==> config.mk <==
export PLATFORM = sky130hd
export DESIGN_NAME = alu_op_sequencer
export DESIGN_NICKNAME = d
export VERILOG_FILES = /design/src/rtl/alu_op_sequencer.sv
export SDC_FILE = /design/constraint.sdc
export NUM_CORES = 1
export LEC_CHECK = 0
export CELL_PAD_IN_SITES_DETAIL_PLACEMENT = 0
export CELL_PAD_IN_SITES_GLOBAL_PLACEMENT = 1
export CORE_ASPECT_RATIO = 0.7
export CORE_MARGIN = 2
export CORE_UTILIZATION = 34
export DETAILED_ROUTE_END_ITERATION = 7
export DONT_BUFFER_PORTS = 1
export GPL_TIMING_DRIVEN = 0
export HOLD_SLACK_MARGIN = 0.02
export PLACE_DENSITY = 0.66
export SLEW_MARGIN = 20
export SYNTH_ARGS = -nofsm -noshare
export SYNTH_HDL_FRONTEND = slang
export SYNTH_SLANG_ARGS = --single-unit
==> constraint.sdc <==
create_clock -name clk -period 2.9 [get_ports clk]
set_input_delay 0.29 -clock clk [delete_from_list [all_inputs] [get_ports clk]]
set_output_delay 0.29 -clock clk [all_outputs]
set_load 0.005 [all_outputs]
==> src/rtl/alu_op_sequencer.sv <==
// alu_op_sequencer: valid/ready wrapper around the combinational 8-bit ALU.
// It registers one operation, waits SETTLE_CYCLES edges for the ALU to settle,
// captures sum/carry/zero, and holds the result until downstream accepts it.
module alu_op_sequencer #(
  parameter int unsigned SETTLE_CYCLES = 1,
  parameter int unsigned WIDTH         = 8
) (
  input  logic             clk,
  input  logic             rst,
  input  logic             in_valid,
  output logic             in_ready,
  input  logic [WIDTH-1:0] in_x,
  input  logic [WIDTH-1:0] in_y,
  input  logic [3:0]       in_sel,
  output logic [WIDTH-1:0] alu_x,
  output logic [WIDTH-1:0] alu_y,
  output logic [3:0]       alu_sel,
  input  logic [WIDTH-1:0] alu_sum,
  input  logic             alu_carry,
  output logic             out_valid,
  input  logic             out_ready,
  output logic [WIDTH-1:0] out_sum,
  output logic             out_carry,
  output logic             out_zero,
  output logic             busy,
  output logic [7:0]       op_count
);

  localparam int unsigned SEL_W   = 4;
  localparam int unsigned CNT_W   = 4;
  localparam int unsigned OPCNT_W = 8;

  // Reject illegal configurations at elaboration.
  if (SETTLE_CYCLES < 1 || SETTLE_CYCLES > 15) begin : g_bad_settle
    $error("alu_op_sequencer: SETTLE_CYCLES must be in 1..15");
  end
  if (WIDTH != 8) begin : g_bad_width
    $error("alu_op_sequencer: WIDTH must be 8");
  end

  typedef enum logic [1:0] {
    IDLE   = 2'd0,
    SETTLE = 2'd1,
    HOLD   = 2'd2
  } state_e;

  state_e             state_q, state_d;
  logic [CNT_W-1:0]   cnt_q, cnt_d;
  logic [WIDTH-1:0]   alu_x_q, alu_x_d;
  logic [WIDTH-1:0]   alu_y_q, alu_y_d;
  logic [SEL_W-1:0]   alu_sel_q, alu_sel_d;
  logic [WIDTH-1:0]   out_sum_q, out_sum_d;
  logic               out_carry_q, out_carry_d;
  logic               out_zero_q, out_zero_d;
  logic               out_valid_q, out_valid_d;
  logic [OPCNT_W-1:0] op_count_q, op_count_d;

  // Upstream may hand over an op when idle, or when the held result leaves this cycle.
  assign in_ready = (state_q == IDLE) || ((state_q == HOLD) && out_ready);

  // Next-state and datapath update.
  always_comb begin
    state_d     = state_q;
    cnt_d       = cnt_q;
    alu_x_d     = alu_x_q;
    alu_y_d     = alu_y_q;
    alu_sel_d   = alu_sel_q;
    out_sum_d   = out_sum_q;
    out_carry_d = out_carry_q;
    out_zero_d  = out_zero_q;
    out_valid_d = out_valid_q;
    op_count_d  = op_count_q;

    case (state_q)
      IDLE: begin
        if (in_valid) begin
          alu_x_d   = in_x;
          alu_y_d   = in_y;
          alu_sel_d = in_sel;
          cnt_d     = CNT_W'(SETTLE_CYCLES);
          state_d   = SETTLE;
        end
      end
      SETTLE: begin
        cnt_d = cnt_q - CNT_W'(1);
        if (cnt_q == CNT_W'(1)) begin
          out_sum_d   = alu_sum;
          out_carry_d = alu_carry;
          out_zero_d  = (alu_sum == '0);
          out_valid_d = 1'b1;
          state_d     = HOLD;
        end
      end
      HOLD: begin
        if (out_ready) begin
          op_count_d  = op_count_q + OPCNT_W'(1);
          out_valid_d = 1'b0;
          if (in_valid) begin
            alu_x_d   = in_x;
            alu_y_d   = in_y;
            alu_sel_d = in_sel;
            cnt_d     = CNT_W'(SETTLE_CYCLES);
            state_d   = SETTLE;
          end else begin
            state_d = IDLE;
          end
        end
      end
      default: begin
        state_d = IDLE;
      end
    endcase
  end

  // State and datapath registers with synchronous reset.
  always_ff @(posedge clk) begin
    if (rst) begin
      state_q     <= IDLE;
      cnt_q       <= '0;
      alu_x_q     <= '0;
      alu_y_q     <= '0;
      alu_sel_q   <= '0;
      out_sum_q   <= '0;
      out_carry_q <= 1'b0;
      out_zero_q  <= 1'b0;
      out_valid_q <= 1'b0;
      op_count_q  <= '0;
    end else begin
      state_q     <= state_d;
      cnt_q       <= cnt_d;
      alu_x_q     <= alu_x_d;
      alu_y_q     <= alu_y_d;
      alu_sel_q   <= alu_sel_d;
      out_sum_q   <= out_sum_d;
      out_carry_q <= out_carry_d;
      out_zero_q  <= out_zero_d;
      out_valid_q <= out_valid_d;
      op_count_q  <= op_count_d;
    end
  end

  assign alu_x     = alu_x_q;
  assign alu_y     = alu_y_q;
  assign alu_sel   = alu_sel_q;
  assign out_sum   = out_sum_q;
  assign out_carry = out_carry_q;
  assign out_zero  = out_zero_q;
  assign out_valid = out_valid_q;
  assign op_count  = op_count_q;
  assign busy      = (state_q != IDLE);

endmodule

==> results.yml <==
cells_and_area:
  layout.area.seq_um2: 901
  layout.nets: 261
  fill_cells: 617
  post_route_cells_drive_above_1_share: 0.119
  final_cell_mix: "45 x dfxtp_1, 38 x a21oi_1, 32 x o21ai_0"
  n_antenna_cell: 0
  postLayoutCellArea_mm2: 0.00216
  multi_input_area_um2: 956
  syn_to_final_growth_pct: 10.8
  final_common_cell: "dfxtp_1"
  finalNonFillerCells: 301
job:
  max_cap_viol_count: 0
logic_synthesis:
  synthTopCellsByArea: "dfxtp_1 46%, a21oi_1 9.8%, o21ai_0 8.2%, or3b_2 5.4%, or3b_1 4.5%"
  synth_top_family_by_area: "simple AND/OR/NAND/NOR gates"
  syn_nets: 254
  syn_area_mm2: 0.00195
  avgSynthCellArea_um2: 8.94
  netlist_instances: 218
  synthFlopType: "dfxtp_1"
  muxShareOfSynthArea: 0.0109
  async_reset_ff_frac: 0
  synthXorXnorAreaFrac: 0.0135
  synth-seq-cells: 45
  synth_top_area_frac: 0.462
  synth_enable_flop_cells: 0
  yosysWarnings: 0
  synth_area_leader_cell: "dfxtp_1"
  synth_fa_ha_area_frac: 0.0193
  yosysSeqAreaShare: 0.462
  synth.distinct_cells: 38
  synth-simple-area-share: 0.238
  synth-compound-area-share: 0.209
global_route:
  grt_pass1_wl_um: 7320
  grt-ovfl-total: 0
  grtUsageTotal: 0.150
  antenna_found_initial: 0
  grt_pass1_vias: 1434
  grt_max_degree: 14
cts:
  cts_resized: 0
  cts.path.max_buffers: 2
  h-tree-depth: 2
  numCtsBuffers: 5
  clockRootBuffer: "clkbuf_8"
  cts_tree: "built"
  cts-hold-fix-buffers: 0
  cts_sinks: 45
  clock_latency_ns: 0.29
  postCtsSetupRepairBufs: 0
  path_clk_slew_ns: 0.08
worst_setup_path:
  critical_path_class: "flop to flop"
  crit_path_start_kind: "flop"
  cp.arrival_ns: 1.88
  reg2reg_depth: 5
  cpPeakStageDelay_ns: 0.45
  slowest_stage: "or3b_2"
  cp_max_fo: 10
  required_ns: 3.06
  path_cells: "ha_1 > or3b_2 > clkbuf_1 > o21ai_0 > a21oi_1"
  cp-end-kind: "flop"
place:
  dp_hpwl_um: 3470
  pre_cts_slack_ns: 1.19
  place_congestion: 0.707
  dpl.cell_count: 293
  io_buffers: 0
  dpl-instance-area_mm2: 0.00204
power_and_ir_drop:
  p_leak_uw: 0.000730
  power_density_mw_per_mm2: 609
  irDropWorstVdd_mv: 0.235
route:
  drc: 0
  vias: 1596
  firstDrtPassIters: 4
  drt_wl_total_um: 4760
  wl_per_cell_um: 15.8
  postRouteAntennaNets: 0
  drt_iter0_drc: 77
  viasPerCell: 5.30
timing:
  clock_skew_ns: 0.00297
  worst_slack_ns: 1.19
  slew_viol_final: 0
  period_share: 0.590
  hold_viol: 0
  final-setup-viol-count: 0
  setup_tns_ns: 0
  timing.fmax_mhz: 584
  rsz0062_at_grt: "false"
  slew_headroom: 0.635
  min_period_ns: 1.71
  max_slew.worst_pin.slew_ns: 0.548
  hold_ws_ns: 0.138
floorplanning:
  core_mm2: 0.00564
  fp-row-count: 23
  start_util: 0.346
  pin_count: 74
  die-width_um: 94.5
  fp.dieH_um: 67.4
  die-area_mm2: 0.00636
min_path:
  hold_path_class: "primary input to flop"
  hold-path-cell-count: 2
outcome:
  status: "complete, no violations"
area by class of cell:
class / instances / area share
clock buffers: 7 / 0.0400
flip-flops and latches: 45 / 0.417
plain buffers: 18 / 0.0359
well taps: 75 / 0.0435
inverters: 4 / 0.00695
clock inverters: 1 / 0.0139
multi-input cells: 151 / 0.443
metal layers:
layer	global-route usage	up-vias	routed length, µm
li1	-	801	-
met1	0.204	746	2290
met2	0.221	43	2010
met3	0.0625	6	424
met4	0.0380	0	35
met5	0	-	0
power by group:
part / leakage [µW] / internal, µW / switching, µW / total [µW]
registers: 0.000367 / 650 / 28.7 / 679
clock network: 0.0000585 / 281 / 209 / 490
logic: 0.000305 / 58.7 / 87.9 / 147
per-stage QoR:
step,util,total power (µW)
CTS,0.383,1330
finish,0.383,1320
floorplan,-,799
detailed placement,0.362,842
global placement,0.362,840
global route,0.383,1380
flip-flops by register name (all words and copies together), names as in the netlist:
name / cells
alu_x: 8
out_sum: 8
alu_y: 8
out_zero: 1
cnt_q: 4
op_count: 8
state_q: 2
out_carry: 1
out_valid: 1
alu_sel: 4
worst max-delay path: cells and delay by family, from the launching register on:
kind | cells | cell delay (ns)
adders and majority gates | 1 | 0.18
and+or+nand+nor | 1 | 0.45
AOI/OAI and AO/OA | 2 | 0.29
DFF | 1 | 0.43
buffers and inverters | 1 | 0.23
synthesized netlist by cell type, types with 2 or more instances:
library cell,count
a21oi_1,38
buf_2,2
clkbuf_1,15
dfxtp_1,45
ha_1,3
inv_1,4
nand2_1,5
nand2b_1,2
nand3_1,10
nand3b_1,2
nand4_1,2
nor2_1,6
nor3_1,2
nor4_1,3
o21ai_0,32
o31ai_1,2
or3_1,2
or3b_1,10
or3b_2,12
or4_1,2
xor2_1,2
kinds of logic (layout without fill, tap and decap cells):
kind of cell | count (synthesis) | count (layout)
AOI/OAI and AO/OA | 77 | 77
and+or+nand+nor | 66 | 66
DFF | 45 | 45
buffers and inverters | 22 | 30
adders and majority gates | 3 | 3
xor gates and xnor gates | 3 | 3
muxes | 2 | 2
path summary, 6_finish.rpt:
| path | startpoint | endpoint | slack, ns |
|---|---|---|---|
| max | cnt_q[0]$_SDFFE_PP0P_ | out_sum[5]$_SDFFE_PP0P_ | 1.19 |
| min | alu_sum[4] | out_sum[4]$_SDFFE_PP0P_ | 0.14 |
| max reg2reg | cnt_q[0]$_SDFFE_PP0P_ | out_sum[5]$_SDFFE_PP0P_ | 1.19 |
| min reg2reg | out_valid$_SDFFE_PP0P_ | out_valid$_SDFFE_PP0P_ | 0.50 |
No activity file was read; power rests on OpenSTA's default activity.
